### config.mk
export PLATFORM = sky130hd
export DESIGN_NAME = nexys2_flash_sequencer
export DESIGN_NICKNAME = d
export VERILOG_FILES = /design/src/rtl/nexys2_flash_sequencer.sv
export SDC_FILE = /design/constraint.sdc
export NUM_CORES = 1
export LEC_CHECK = 0
export BUFFER_PORTS_ARGS = -buffer_cell sky130_fd_sc_hd__buf_2
export CORE_ASPECT_RATIO = 1.2
export CORE_UTILIZATION = 56
export DETAILED_ROUTE_END_ITERATION = 10
export PLACE_DENSITY = 0.8
export SLEW_MARGIN = 30
export SYNTH_ARGS = -nofsm -noshare
export SYNTH_HDL_FRONTEND = slang
export SYNTH_SLANG_ARGS = --single-unit
### constraint.sdc
create_clock -name clk -period 3 [get_ports clk]
set_input_delay 0.45 -clock clk [delete_from_list [all_inputs] [get_ports clk]]
set_output_delay 0.45 -clock clk [all_outputs]
set_load 0.005 [all_outputs]
### src/rtl/nexys2_flash_sequencer.sv
// Command-level initiator for the Nexys2 flash controller port 1: expands host
// read/program/erase/status requests into CFI command word bus operations.
module nexys2_flash_sequencer #(
    parameter logic [23:0] POLL_LIMIT = 24'd2000000,
    parameter logic [3:0]  GAP_CYCLES = 4'd1
) (
    input  logic        clk,
    input  logic        rst,
    input  logic [1:0]  host_cmd,
    input  logic [22:0] host_addr,
    input  logic [15:0] host_wdata,
    input  logic        host_start,
    output logic        host_busy,
    output logic        host_done,
    output logic [15:0] host_rdata,
    output logic        host_error,
    output logic        host_timeout,
    output logic [22:0] m_address,
    output logic [15:0] m_to_mem,
    input  logic [15:0] m_from_mem,
    output logic        m_req,
    output logic        m_wren,
    input  logic        m_ready
);

    localparam logic [2:0] S_IDLE = 3'd0;
    localparam logic [2:0] S_LOAD = 3'd1;
    localparam logic [2:0] S_REQ  = 3'd2;
    localparam logic [2:0] S_GAP  = 3'd3;
    localparam logic [2:0] S_EVAL = 3'd4;
    localparam logic [2:0] S_DONE = 3'd5;

    localparam logic [1:0] CMD_READ   = 2'b00;
    localparam logic [1:0] CMD_PROG   = 2'b01;
    localparam logic [1:0] CMD_ERASE  = 2'b10;
    localparam logic [1:0] CMD_STATUS = 2'b11;

    logic [2:0]  state_r;
    logic [1:0]  cmd_r;
    logic [22:0] addr_r;
    logic [15:0] wdata_r;
    logic [3:0]  step_r;
    logic        array_mode_r;
    logic [23:0] poll_cnt_r;
    logic [3:0]  gap_cnt_r;
    logic [15:0] rd_r;

    logic [3:0]  poll_step_s;
    logic [23:0] poll_next_s;
    logic        poll_ready_s;
    logic        poll_err_s;
    logic        poll_last_s;
    logic [16:0] op_s;

    // Bus word for a sequence step as {wren, data}; read steps carry zero data.
    function automatic logic [16:0] op_word(input logic [1:0] cmd, input logic [3:0] step,
                                            input logic [15:0] wdata);
        logic [16:0] w;
        w = {1'b0, 16'h0000};
        case (cmd)
            CMD_READ: begin
                case (step)
                    4'd0:    w = {1'b1, 16'h00FF};
                    default: w = {1'b0, 16'h0000};
                endcase
            end
            CMD_PROG: begin
                case (step)
                    4'd0:    w = {1'b1, 16'h0040};
                    4'd1:    w = {1'b1, wdata};
                    4'd2:    w = {1'b0, 16'h0000};
                    4'd3:    w = {1'b1, 16'h0050};
                    default: w = {1'b1, 16'h00FF};
                endcase
            end
            CMD_ERASE: begin
                case (step)
                    4'd0:    w = {1'b1, 16'h0060};
                    4'd1:    w = {1'b1, 16'h00D0};
                    4'd2:    w = {1'b1, 16'h0020};
                    4'd3:    w = {1'b1, 16'h00D0};
                    4'd4:    w = {1'b0, 16'h0000};
                    4'd5:    w = {1'b1, 16'h0050};
                    default: w = {1'b1, 16'h00FF};
                endcase
            end
            CMD_STATUS: begin
                case (step)
                    4'd0:    w = {1'b1, 16'h0070};
                    default: w = {1'b0, 16'h0000};
                endcase
            end
            default: w = {1'b0, 16'h0000};
        endcase
        return w;
    endfunction

    // Status-register decode of the last read and saturating poll count.
    always_comb begin
        poll_step_s  = (cmd_r == CMD_PROG) ? 4'd2 : 4'd4;
        poll_next_s  = (poll_cnt_r < POLL_LIMIT) ? (poll_cnt_r + 24'd1) : poll_cnt_r;
        poll_ready_s = rd_r[7];
        poll_err_s   = rd_r[5] | rd_r[4] | rd_r[3] | rd_r[1];
        poll_last_s  = (poll_next_s >= POLL_LIMIT);
        op_s         = op_word(cmd_r, step_r, wdata_r);
    end

    // Sequencer FSM: one bus operation per step, with a mandatory request gap.
    always_ff @(posedge clk) begin
        if (rst) begin
            state_r      <= S_IDLE;
            cmd_r        <= 2'b00;
            addr_r       <= 23'd0;
            wdata_r      <= 16'h0000;
            step_r       <= 4'd0;
            array_mode_r <= 1'b0;
            poll_cnt_r   <= 24'd0;
            gap_cnt_r    <= 4'd0;
            rd_r         <= 16'h0000;
            host_busy    <= 1'b0;
            host_done    <= 1'b0;
            host_rdata   <= 16'h0000;
            host_error   <= 1'b0;
            host_timeout <= 1'b0;
            m_address    <= 23'd0;
            m_to_mem     <= 16'h0000;
            m_req        <= 1'b0;
            m_wren       <= 1'b0;
        end else begin
            case (state_r)
                S_IDLE: begin
                    host_done <= 1'b0;
                    if (host_start) begin
                        cmd_r        <= host_cmd;
                        addr_r       <= host_addr;
                        wdata_r      <= host_wdata;
                        step_r       <= ((host_cmd == CMD_READ) && array_mode_r) ? 4'd1 : 4'd0;
                        poll_cnt_r   <= 24'd0;
                        host_busy    <= 1'b1;
                        host_error   <= 1'b0;
                        host_timeout <= 1'b0;
                        state_r      <= S_LOAD;
                    end else begin
                        state_r <= S_IDLE;
                    end
                end
                S_LOAD: begin
                    m_address <= addr_r;
                    m_wren    <= op_s[16];
                    m_to_mem  <= op_s[15:0];
                    m_req     <= 1'b1;
                    state_r   <= S_REQ;
                end
                S_REQ: begin
                    if (m_ready) begin
                        m_req     <= 1'b0;
                        rd_r      <= m_wren ? rd_r : m_from_mem;
                        gap_cnt_r <= GAP_CYCLES - 4'd1;
                        state_r   <= S_GAP;
                    end else begin
                        state_r <= S_REQ;
                    end
                end
                S_GAP: begin
                    if (gap_cnt_r == 4'd0) begin
                        state_r <= S_EVAL;
                    end else begin
                        gap_cnt_r <= gap_cnt_r - 4'd1;
                    end
                end
                S_EVAL: begin
                    case (cmd_r)
                        CMD_READ: begin
                            array_mode_r <= 1'b1;
                            if (step_r == 4'd0) begin
                                step_r  <= 4'd1;
                                state_r <= S_LOAD;
                            end else begin
                                host_rdata <= rd_r;
                                host_done  <= 1'b1;
                                state_r    <= S_DONE;
                            end
                        end
                        CMD_STATUS: begin
                            if (step_r == 4'd0) begin
                                step_r  <= 4'd1;
                                state_r <= S_LOAD;
                            end else begin
                                host_rdata   <= {8'h00, rd_r[7:0]};
                                array_mode_r <= 1'b0;
                                host_done    <= 1'b1;
                                state_r      <= S_DONE;
                            end
                        end
                        default: begin
                            if (step_r == poll_step_s) begin
                                // Error path inserts the clear-status write before 0x00FF.
                                poll_cnt_r <= poll_next_s;
                                state_r    <= S_LOAD;
                                if (poll_ready_s) begin
                                    host_rdata <= {8'h00, rd_r[7:0]};
                                    host_error <= poll_err_s;
                                    step_r     <= poll_err_s ? (step_r + 4'd1) : (step_r + 4'd2);
                                end else if (poll_last_s) begin
                                    host_rdata   <= {8'h00, rd_r[7:0]};
                                    host_error   <= 1'b1;
                                    host_timeout <= 1'b1;
                                    step_r       <= step_r + 4'd2;
                                end else begin
                                    step_r <= step_r;
                                end
                            end else if (step_r == (poll_step_s + 4'd2)) begin
                                array_mode_r <= 1'b1;
                                host_done    <= 1'b1;
                                state_r      <= S_DONE;
                            end else begin
                                step_r  <= step_r + 4'd1;
                                state_r <= S_LOAD;
                            end
                        end
                    endcase
                end
                S_DONE: begin
                    host_done <= 1'b0;
                    host_busy <= 1'b0;
                    state_r   <= S_IDLE;
                end
                default: state_r <= S_IDLE;
            endcase
        end
    end

endmodule

[Word-level counts from Yosys, hierarchy flattened]
Index checks and enable logic that the tools add are counted.
Word-level totals
  flip-flop bits (word level): 154
  bits of input ports: 61
  output and inout port bits: 61
Cells by class
  add/subtract/negate cells: 5
  $lt $le $gt $ge: 2
  equal/unequal tests: 33
  multiplexer cells: 59
  bitwise logic cells: 4
  reductions and logical operators: 29
Operators by type and width (count)
  $pmux W17 S4: 2
  $mux W24: 4
  $pmux W17 S5: 1
  $mux W16: 5
  $pmux W24 S2: 1
  $mux W4: 10
  $mux W17: 2
  $pmux W16 S2: 1
  $add A24 B1 Y24 const B: 1
  $ge A24 B21 Y1 const B: 1
  $lt A24 B21 Y1 const B: 1
  $ne A2 B2 Y1 const B: 10
  $mux W1: 18
  $mux W3: 6
  $pmux W4 S2: 2
  $ne A3 B3 Y1 const B: 5
  $pmux W3 S5: 1
  $reduce_and A5 Y1: 3
  $pmux W1 S2: 6
  $reduce_and A4 Y1: 3
  $reduce_bool A2 Y1: 5
  $eq A4 B2 Y1 const B: 2
  $eq A4 B3 Y1 const B: 2
  $logic_not A4 Y1: 2
  26 further kinds: 38

[Depth between registers and ports, before layout]
Gate-level depths: netlist of the first run.
  depth in word-level cells: 8
  depth in mapped cells: 12
  gate-level depth less buffers: 10

[Least setup slack after synthesis of the first run]
Ideal clock, no wire load.
  path kind: register -> register
  start: reg poll_cnt_r[0]
  end: reg host_rdata[14]
  setup time: 72 ps
  arrival: 2583 ps
  required time: 2928 ps
  slack: 346 ps
  cell stages (with the launch flop): 11
  buffers on the path: 1
  clock period less this slack: 2654 ps
  cell sequence: dfxtp_1 ha_1 nand3_1 or4_4 nor4_1 o211ai_1 o211ai_2 o221ai_4 a21oi_4 buf_8 mux2i_1
On the way
  cells in the longest elaborated chain, start to end: 5
  elaborated cells on any way between the ends: 6
Ends and longest elaborated chain
  from (decl): RTL line 44  | logic [23:0] poll_cnt_r;
  from (signal assigned): RTL line 198  | poll_cnt_r <= poll_next_s;
  $add A24 B1 Y24 / $lt A24 B21 Y1 (equally long branches): RTL line 101  | poll_next_s = (poll_cnt_r < POLL_LIMIT) ? (poll_cnt_r + 24'd1) : poll_cnt_r;
  $mux W24 *: RTL line 101
  $ge A24 B21 Y1 *: RTL line 104  | poll_last_s = (poll_next_s >= POLL_LIMIT);
  $reduce_bool A4 Y1 (no line) *
  $reduce_and A5 Y1 (no line) *
  to (signal assigned): RTL line 179  | host_rdata <= rd_r;
  to (signal assigned): RTL line 189  | host_rdata <= {8'h00, rd_r[7:0]};
  to (signal assigned): RTL line 201  | host_rdata <= {8'h00, rd_r[7:0]};
  to (decl): RTL line 15  | output logic [15:0] host_rdata,
Mark *: on every way between the ends. The rest lies on a longest branch, timed or not.
A chain may end at the register's enable or synchronous reset.

[Worst setup path after layout of the first run]
  start: reg poll_cnt_r[12]
  end: reg host_rdata[7]
The elaborated chain is that of the path after synthesis.

==> results of run 1 <==
[cells by family after synthesis]
family | after synthesis
AO/OA/AOI/OAI | 206
XOR/XNOR | 13
adder cells (fa/ha/maj) | 12
buffers and inverters | 68
flip-flops | 154
multiplexers | 18
AND/OR/NAND/NOR | 392
[timing repair]
action | in CTS | in global routing
endpoints found under the hold margin | 0 | 0
setup endpoints to repair | 0 | 17
resized for setup | 0 | 1
buffers inserted | 0 | 3
[path summary, 6_finish.rpt]
check                               startpoint            end  slack [ns]  cells after the start
worst min-delay path             host_addr[12]     addr_r[12]        0.25                      3
worst max-delay path            poll_cnt_r[12]  host_rdata[7]        0.11                     10
worst min register to register      addr_r[16]  m_address[16]        0.45                      2
worst max register to register  poll_cnt_r[12]  host_rdata[7]        0.11                     10
[critical path, delay by kind of cell (launching register included)]
family	cells	cell delay, ns
compound gates	5	0.87
buf+inv	2	0.39
flops	1	0.42
mux	1	0.31
simple gates	2	0.79
[per-stage QoR]
stage | hold slack (ns) | instance area [um2] | total power [W]
floorplan | 0.4321 | 6934 | 0.002513
global placement | 0.4358 | 7645 | 0.002663
detailed placement | 0.4435 | 7645 | 0.002671
CTS | 0.2403 | 8262 | 0.004874
global route | 0.2428 | 8290 | 0.005023
finish | 0.2503 | 8290 | 0.004844
[power by group]
part	leakage [nW]	internal (W)	switching (W)
logic	1.73	0.000164	0.000283
clock network	0.303	0.00128	0.000932
registers	1.25	0.00213	0.0000535
[cells in the mapped netlist (4+ instances only)]
cell      count
nor2b_1       6
nor4_1        5
or4_1         4
and2_1        6
nand3_1      14
a21oi_1     126
nand2b_1     27
xor2_1        9
nand4_1       7
nor3_1       15
or3_1         8
nand3b_1     11
o41ai_1       4
nor2_1       61
mux2i_1      18
o21a_1        4
o211ai_1      5
dfxtp_1     154
o21ai_0      27
inv_1        13
ha_1         12
and3_1        8
clkbuf_1     46
xnor2_1       4
a22oi_1       8
nand2_1     204
[flip-flops by register name, indices dropped and copies added (netlist names)]
signal / cells
step_r: 4
state_r: 3
rd_r: 16
addr_r: 23
host_error: 1
m_req: 1
m_address: 23
array_mode_r: 1
host_rdata: 16
host_timeout: 1
m_wren: 1
host_busy: 1
gap_cnt_r: 4
cmd_r: 2
host_done: 1
wdata_r: 16
m_to_mem: 16
poll_cnt_r: 24
[metal layers]
metal / track usage, % / vias to the layer above / share of wire, %
li1: - / 3174 / -
met1: 31.03 / 2932 / 42
met2: 44.59 / 185 / 49
met3: 7.169 / 39 / 6.0
met4: 13.13 / 0 / 2.7
met5: 0 / - / 0
[area by class of cell]
class | count | area (um2) | share of cell area, %
Inverter | 14 | 52.55 | 0.6339
Tap cell | 161 | 201.4 | 2.430
Clock buffer | 18 | 439.2 | 5.297
Timing Repair Buffer | 138 | 760.7 | 9.176
Multi-Input combinational cell | 641 | 3576 | 43.13
Sequential cell | 154 | 3083 | 37.19
Clock inverter | 14 | 177.7 | 2.143
==> results.md, run 1 <==
* Synth Area in Simple Gates at 26.87%
* Via density at 5.553
* Initial antenna violation count at 0
* Crit path cell chain: nor4_4 -> a2111oi_4 -> buf_4 -> nor4_2 -> mux2i_1 -> o221ai_2 -> o221ai_4 -> a21oi_4 -> buf_12 -> o32ai_1
* Cell total after placement at 1105
* Dpl hpwl at 10930 um
* Initial drt markers at 362
* Dominant cell type by area after synthesis: dfxtp_1
* Adder-cell share of the synthesized area at 2.165%
* CP max stage delay at ~0.42 ns
* Startpoint Class: flip-flop
* Share of layout cells above drive strength 1 at 19.61%
* Antenna-violating nets left at 0
* Drt total wl at 16650 um
* Full die area at 12830 um2
* Row count at between 40 and 50
* Synth Warn # at 0
* Max_cap viols at 0
* Crit Path Category: flip-flop to flip-flop
* Synth Register Bits at 154
* Vias in the first global route at ~6000
* Post-synth top area share at 44.46%
* Post-synthesis compound-gate area fraction at 18.12%
* Detailed-route wire length per cell at 14.61 um
* Clock skew at 0.007648 ns
* Leakage at between 3 and 4 nW
* Required @ worst endpoint at between 3 and 4 ns
* Starting Density at between 50% and 60%
* RSZ-0062 raised after global routing: yes
* Synth Area in XOR/XNOR at 1.642%
* Slowest-stage cell, CP: dfxtp_1
* Syn nets at between 900 and 1000
* Most frequent cells in the layout: nand2_1 (204), dfxtp_1 (154), a21oi_1 (126), buf_2 (120), nor2_1 (61)
* Final design utilization at approximately 68%
* Total number of vias at 6330
* Htree depth at 4
* Pre-CTS setup slack at ~0.16 ns
* Cts bufs inserted at 17
* Rel. slew slack at 38.23%
* Final Max Slew Viols at 0
* Main synth FF type: dfxtp_1
* Mapped Area at 6934 um2
* Worst Path Arrival at 3.21 ns
* Most common cell after layout, fill and taps aside: nand2_1
* Mapped Cells at 863
* GPL Wtd Cong at 0.9389
* Setup crit end kind: flip-flop
* Hold WC Path Type: input pin to flip-flop
* First-pass GRT wire length at ~27000 um
* VDD IR max at 0.4996 mV
* Largest family of logic cells by synthesized area: simple AND/OR/NAND/NOR gates
* Ant. Diodes at 0
* Mux share of post-synthesis cell area at 2.598%
* Tmin final at 2.889 ns
* Crit share post-route at 96.29%
* Residual DRC at 0
* Worst Slack Setup Final at 0.1114 ns
* I/O Buffers at 121
* Setup TNS at 0 ns
* Core Footprint at around 12000 um2
* Crit Path Max Fanout at 16
* Outcome: completed
* CTS tree: built
* Max Clk Rate at 346.2 MHz
* Fillers at 1015
* Die width at roughly 100 um
* EDFF count, synth at 0
* Hold Vio Cnt, Final at 0
* Slew @ Worst Pin at just over 0.9 ns
* P per Cell Area at 584.3 nW/um2
* Total iterations of the first detailed-routing run at 5
* Final Net Count at 1039
* Clk_lat worst skew at 0.43 ns
* Syn_area_per_cell at 8.035 um2
* Clk root buf: clkbuf_16
* Synth area leaders: dfxtp_1 (44%), nand2_1 (11%), a21oi_1 (9.1%), nor2_1 (3.3%), mux2i_1 (2.6%)
* Clk sinks at around 150
* Chip height at 123.9 um
* CTS Buffer Depth at 2
* Setup violators final at 0
* GR Overflow Total at 0
* I/O pins at 122
* Clk slew on worst S/H paths at 0.07 ns
* Largest net degree at the start of global routing at 86
* # hold bufs at CTS at 0
* Netlist cell types at between 60 and 70
* Async set-reset flop share out of synthesis at 0%
* Total track usage at 26.33%
* Non-Filler Instances at about 1100
* Sequential fraction of the synthesis area at 44.46%
* Layout area overhead at 19.56%
No activity file was read; power rests on OpenSTA's default activity.
==> run 2, diff against run 1 <==
--- a/config.mk
+++ b/config.mk
@@ -9,7 +9,7 @@
 export CORE_ASPECT_RATIO = 1.2
 export CORE_UTILIZATION = 56
 export DETAILED_ROUTE_END_ITERATION = 10
-export PLACE_DENSITY = 0.8
+export PLACE_DENSITY = 0.81
 export SLEW_MARGIN = 30
 export SYNTH_ARGS = -nofsm -noshare
 export SYNTH_HDL_FRONTEND = slang
==> results.md, run 2 (synthesis results as in run 1) <==
* Hold WC Path Type: input pin to flip-flop
* Internal power at 0.003562 W (-0.38%)
* Hold Vio Cnt, Final at 0 (unchanged)
* Startpoint Class: flip-flop
* CP max stage delay at 0.56 ns (+0.14 ns)
* Via density at 5.568 (+0.28%)
* Htree depth at 4 (unchanged)
* Antenna-violating nets left at 0 (unchanged)
* Initial antenna violation count at 1 (+1)
* Die width at 103.6 um (unchanged)
* Number of flip-flops in the largest register at 24 (unchanged)
* Worst Path Arrival at 3.14 ns (-0.07 ns)
* Share of layout cells above drive strength 1 at 19.94% (+0.33 points)
* Clk sinks at 154 (unchanged)
* Ant. Diodes at 0 (unchanged)
* Required @ worst endpoint at 3.31 ns (about the same)
* P per Cell Area at 577.7 nW/um2 (-1.1%)
* Most frequent cells in the layout: nand2_1 (204), dfxtp_1 (154), a21oi_1 (126), buf_2 (120), nor2_1 (61)
* Full die area at 12830 um2 (unchanged)
* Slew @ Worst Pin at 0.9112 ns (-0.008245 ns)
* GR Overflow Total at 0 (unchanged)
* Detailed-route wire length per cell at 14.62 um (about the same)
* Design area at 8314 um2 (+0.29%)
* Placed inst area at 7675 um2 (+0.39%)
* Setup violators final at 0 (unchanged)
* # hold bufs at CTS at 0 (unchanged)
* Rel. slew slack at 38.78% (+0.55 points)
* Crit Path Max Fanout at 16 (unchanged)
* Register name with the most flops: poll_cnt_r
* Vias in the first global route at 5842 (+0.27%)
* Total iterations of the first detailed-routing run at 5 (unchanged)
* Tmin final at 2.833 ns (-0.05522 ns)
* Seq pwr share at 45.5% (+0.4 points)
* Worst Slack Setup Final at 0.1667 ns (+0.05522 ns)
* Power share of the combinational group at 9.4% (+0.2 points)
* Row count at 44 (unchanged)
* Top Registers: poll_cnt_r x24, addr_r x23, m_address x23
* First-pass GRT wire length at 26850 um (-1.3%)
* Clk_lat worst skew at 0.43 ns (about the same)
* Outcome: completed
* Final design utilization at 68.65% (+0.20 points)
* Max_cap viols at 0 (unchanged)
* Final Net Count at 1043 (+0.38%)
* Final Max Slew Viols at 0 (unchanged)
* GPL Wtd Cong at 0.8973 (-4.4%)
* Starting Density at 57.25% (unchanged)
* Clk root buf: clkbuf_16
* Drt total wl at 16720 um (+0.43%)
* Total track usage at 25.99% (-0.34 points)
* Core Footprint at 12110 um2 (unchanged)
* Fillers at 1008 (-0.69%)
* Residual DRC at 0 (unchanged)
* Pre-CTS setup slack at 0.1744 ns (+0.01058 ns)
* Crit path cell chain: ha_1 -> nand3_1 -> or4_4 -> or3_1 -> o22ai_1 -> nand3_2 -> o221ai_4 -> a21oi_4 -> buf_12 -> mux2i_1
* Largest net degree at the start of global routing at 66 (-23%)
* Crit Path Category: flip-flop to flip-flop
* Most common cell after layout, fill and taps aside: nand2_1
* Sw Share at 25.85% (-0.34 points)
* I/O pins at 122 (unchanged)
* Chip height at 123.9 um (unchanged)
* Max Clk Rate at 352.9 MHz (+1.9%)
* Register area at 3083 um2 (unchanged)
* Cts bufs inserted at 17 (unchanged)
* Leakage at 3.284 nW (+0.17%)
* Layout area overhead at 19.90%
* Clock skew at 0.009463 ns (+0.001815 ns)
* CTS Buffer Depth at 2 (unchanged)
* Clk slew on worst S/H paths at 0.07 ns (about the same)
* Worst hold slack at 0.2519 ns (+0.001587 ns)
* CTS tree: built
* Total number of vias at 6370 (+0.63%)
* Area taken by multi-input logic gates at 3586 um2 (+0.28%)
* VDD IR max at 0.5094 mV (+1.9%)
* Initial drt markers at 375 (+3.6%)
* Clock share of power at 45.1% (-0.6 points)
* Dpl hpwl at 11170 um (+2.2%)
* Crit share post-route at 94.44% (-1.8 points)
* Setup TNS at 0 ns (unchanged)
* Net Sw Power at 0.001242 W (-2.1%)
* Slowest-stage cell, CP: or4_4
* I/O Buffers at 121 (unchanged)
* Setup crit end kind: flip-flop
run 2: timing repair:
action	4_1_cts	5_1_grt
gates resized for setup	0	3
setup endpoints to repair	0	17
setup buffers	0	3
run 2: worst paths after layout:
path | from | end | slack (ns) | cells past startpoint
max | poll_cnt_r[0] | host_rdata[5] | 0.17 | 10
min | host_addr[9] | addr_r[9] | 0.25 | 3
max reg2reg | poll_cnt_r[0] | host_rdata[5] | 0.17 | 10
min reg2reg | addr_r[14] | m_address[14] | 0.45 | 2
run 2: final cells by class:
class | count | share of cell area (%)
Multi-Input combinational cell | 641 | 43.13
Inverter | 14 | 0.6321
Timing Repair Buffer | 142 | 9.511
Sequential cell | 154 | 37.08
Tap cell | 161 | 2.423
Clock buffer | 18 | 5.282
Clock inverter | 14 | 1.941
run 2: power groups by stage:
stage	combinational, W	sequential, W	clock [W]
2_1_floorplan	0.000297	0.00222	0
3_3_place_gp	0.000442	0.00222	0
3_5_place_dp	0.000448	0.00223	0
4_1_cts	0.000454	0.00218	0.00219
5_1_grt	0.000506	0.00219	0.00228
6_report	0.000452	0.00218	0.00217
run 2: per-stage QoR:
stage / total power [W] / cells
2_1_floorplan: 0.002513 / 863
3_3_place_gp: 0.002667 / 1109
3_5_place_dp: 0.002676 / 1109
4_1_cts: 0.004829 / 1141
5_1_grt: 0.004976 / 1144
6_report: 0.004803 / 1144
run 2: worst max-delay path, delay by kind of cell, from the launching register on:
family,cells,cell delay [ns]
AND/OR/NAND/NOR,4,1.19
flip-flops,1,0.42
adder cells (fa/ha/maj),1,0.22
AO/OA/AOI/OAI,3,0.59
buffers and inverters,1,0.17
multiplexers,1,0.12
run 2: layer usage:
layer	wire length (um)	GRT usage [%]	part of all wire, %
met1	6700	29.24	40
met2	8440	45.22	50
met3	1134	8.634	6.8
met4	432	11.50	2.6
met5	13	0	0.078
==> run 3, diff against run 2 <==
--- a/config.mk
+++ b/config.mk
@@ -7,9 +7,10 @@
 export LEC_CHECK = 0
 export BUFFER_PORTS_ARGS = -buffer_cell sky130_fd_sc_hd__buf_2
 export CORE_ASPECT_RATIO = 1.2
-export CORE_UTILIZATION = 56
+export CORE_UTILIZATION = 57
+export CTS_BUF_LIST = sky130_fd_sc_hd__clkbuf_4
 export DETAILED_ROUTE_END_ITERATION = 10
-export PLACE_DENSITY = 0.81
+export PLACE_DENSITY = 0.82
 export SLEW_MARGIN = 30
 export SYNTH_ARGS = -nofsm -noshare
 export SYNTH_HDL_FRONTEND = slang
==> results.md, run 3 (synthesis results as in run 1) <==
* Seq pwr share at 56.6% (+11 points)
* Hold Path Origin: host_addr[9]
* Fillers at 1040 (+3.2%)
* Clk slew on worst S/H paths at 0.13 ns (+0.06 ns)
* Total iterations of the first detailed-routing run at 5 (unchanged)
* VDD IR max at 0.3546 mV (-30%)
* Total number of vias at 6260 (-1.7%)
* Final Net Count at 1039 (-0.38%)
* Setup TNS at 0 ns (unchanged)
* Worst Path Arrival at 3.34 ns (+0.20 ns)
* Detailed-route wire length per cell at 13.98 um (-4.4%)
* Cts bufs inserted at 17 (unchanged)
* R2r setup slk at 0.16 ns (about the same)
* R2r startpoint: poll_cnt_r[0]
* Htree depth at 4 (unchanged)
* Max_cap viols at 0 (unchanged)
* Initial antenna violation count at 0 (-1)
* Crit Path Category: flip-flop to flip-flop
* GPL Wtd Cong at 0.9014 (+0.46%)
* Largest net degree at the start of global routing at 106 (+61%)
* Die width at 102.7 um (-0.86%)
* Share of layout cells above drive strength 1 at 19.61% (-0.33 points)
* Dpl hpwl at 11010 um (-1.5%)
* Layout area overhead at 14.62%
* Leakage at 3.130 nW (-4.7%)
* Residual DRC at 0 (unchanged)
* CTS Buffer Depth at 2 (unchanged)
* Tmin final at 2.845 ns (+0.01128 ns)
* Clock share of power at 31.9% (-13 points)
* Worst r2r dst: step_r[1]
* Clk root buf: clkbuf_4
* Antenna-violating nets left at 0 (unchanged)
* Internal power at 0.002811 W (-21%)
* Crit share post-route at 94.82% (+0.38 points)
* Final Max Slew Viols at 0 (unchanged)
* P per Cell Area at 485.1 nW/um2 (-16%)
* Worst hold path cell count at 3 (unchanged)
* Required @ worst endpoint at 3.49 ns (+0.18 ns)
* Via density at 5.511 (-1.0%)
* Number of flip-flops in the largest register at 24 (unchanged)
* Top Registers: poll_cnt_r x24, addr_r x23, m_address x23
* Max Clk Rate at 351.5 MHz (-0.40%)
* Power share of the combinational group at 11.5% (+2.1 points)
* Outcome: completed
* Full die area at 12610 um2 (-1.7%)
* Clock skew at 0.01328 ns (+0.003819 ns)
* Clk_lat worst skew at 0.55 ns (+0.12 ns)
* Ant. Diodes at 0 (unchanged)
* I/O pins at 122 (unchanged)
* Most common cell after layout, fill and taps aside: nand2_1
* Row count at 43 (-2.3%)
* Register name with the most flops: poll_cnt_r
* CTS tree: built
* First-pass GRT wire length at 25740 um (-4.1%)
* Clk sinks at 154 (unchanged)
* Total track usage at 26.12% (+0.13 points)
* Non-Filler Instances at 1136 (-0.70%)
* Cell total after placement at 1103 (-0.54%)
* Chip height at 122.8 um (-0.87%)
* Net Sw Power at 0.001044 W (-16%)
* Initial drt markers at 326 (-13%)
* Sink of the worst hold path: addr_r[9]
* Most frequent cells in the layout: nand2_1 (204), dfxtp_1 (154), a21oi_1 (126), buf_2 (120), nor2_1 (61)
* Slew @ Worst Pin at 0.6533 ns (-0.2579 ns)
* Rel. slew slack at 56.45% (+18 points)
* Starting Density at 59.12% (+1.9 points)
* Setup crit end kind: flip-flop
* Hold WC Path Type: input pin to flip-flop
* Vias in the first global route at 5647 (-3.3%)
* Drt total wl at 15880 um (-5.0%)
* Sw Share at 27.09% (+1.2 points)
* Startpoint Class: flip-flop
* Hold Vio Cnt, Final at 0 (unchanged)
* Core Footprint at 11730 um2 (-3.2%)
* Reg2Reg Depth at 9 (-1)
* Setup violators final at 0 (unchanged)
* I/O Buffers at 121 (unchanged)
* Crit Path Max Fanout at 6 (-10)
* GR Overflow Total at 0 (unchanged)
==> run 3: cell types whose count changed in the layout (fill, tap and decap cells not counted), sizes merged <==
cell	change
inv	-4
buf	-4
clkinv	+2
clkbuf	+2
==> run 3: per-stage QoR <==
| stage | hold slack [ns] | worst slack [ns] | power, W | util, % | cell area [um2] |
|---|---|---|---|---|---|
| after floorplan | 0.4321 | 0.3458 | 0.002513 | - | 6934 |
| after global placement | 0.4356 | 0.2196 | 0.002663 | 65.27 | 7655 |
| after detailed placement | 0.4422 | 0.1436 | 0.002673 | 65.27 | 7655 |
| after CTS | 0.07427 | 0.1027 | 0.003893 | 67.60 | 7929 |
| after global routing | 0.06427 | -0.006182 | 0.004045 | 67.76 | 7948 |
| final | 0.1207 | 0.1554 | 0.003855 | 67.76 | 7948 |
==> run 3: timing repair <==
action	in CTS	in global routing
hold buffers	0	0
buffers inserted	0	1
setup endpoints to repair	0	17
gates resized for setup	0	1
endpoints found under the hold margin	0	0
==> run 3: worst max path at each step <==
stage                              from             end  cells past startpoint
final                     poll_cnt_r[0]       step_r[1]                      9
after global placement    poll_cnt_r[0]       step_r[1]                      9
after global routing      poll_cnt_r[0]   host_rdata[0]                     10
after floorplan           poll_cnt_r[0]  host_rdata[14]                     10
after CTS                 poll_cnt_r[0]       step_r[1]                      9
after detailed placement  poll_cnt_r[0]  host_rdata[12]                     10
==> run 3: area by class of cell <==
class / instances / area (um2) / area share, %
clock inverters: 12 / 123.9 / 1.559
repair buffers: 138 / 760.7 / 9.572
multi-input cells: 641 / 3581 / 45.06
clock buffers: 20 / 150.1 / 1.889
inverters: 14 / 52.55 / 0.6612
well taps: 157 / 196.4 / 2.472
flip-flops and latches: 154 / 3083 / 38.79
==> run 3: worst max-delay path: stages (launching register included) <==
cell and delay, ns:
dfxtp_1 0.43, ha_1 0.21, nand3_1 0.13, or4_4 0.55
nor4_2 0.31, o211ai_1 0.16, o211ai_2 0.20, o221ai_4 0.17
a2111oi_0 0.46, o21ba_1 0.18
==> run 3: routing by layer <==
| metal | track usage [%] | wire, um |
|---|---|---|
| met1 | 30.13 | 6500 |
| met2 | 44.04 | 8011 |
| met3 | 8.599 | 1021 |
| met4 | 10.71 | 346 |
| met5 | 0 | 0 |
==> run 3: power by group through the flow <==
| stage | sequential, W | combinational [W] | clock, W |
|---|---|---|---|
| 6_report | 0.00218 | 0.000444 | 0.00123 |
| 5_1_grt | 0.00219 | 0.000495 | 0.00136 |
| 4_1_cts | 0.00218 | 0.000446 | 0.00126 |
| 3_5_place_dp | 0.00223 | 0.000445 | 0 |
| 3_3_place_gp | 0.00222 | 0.000440 | 0 |
| 2_1_floorplan | 0.00222 | 0.000297 | 0 |
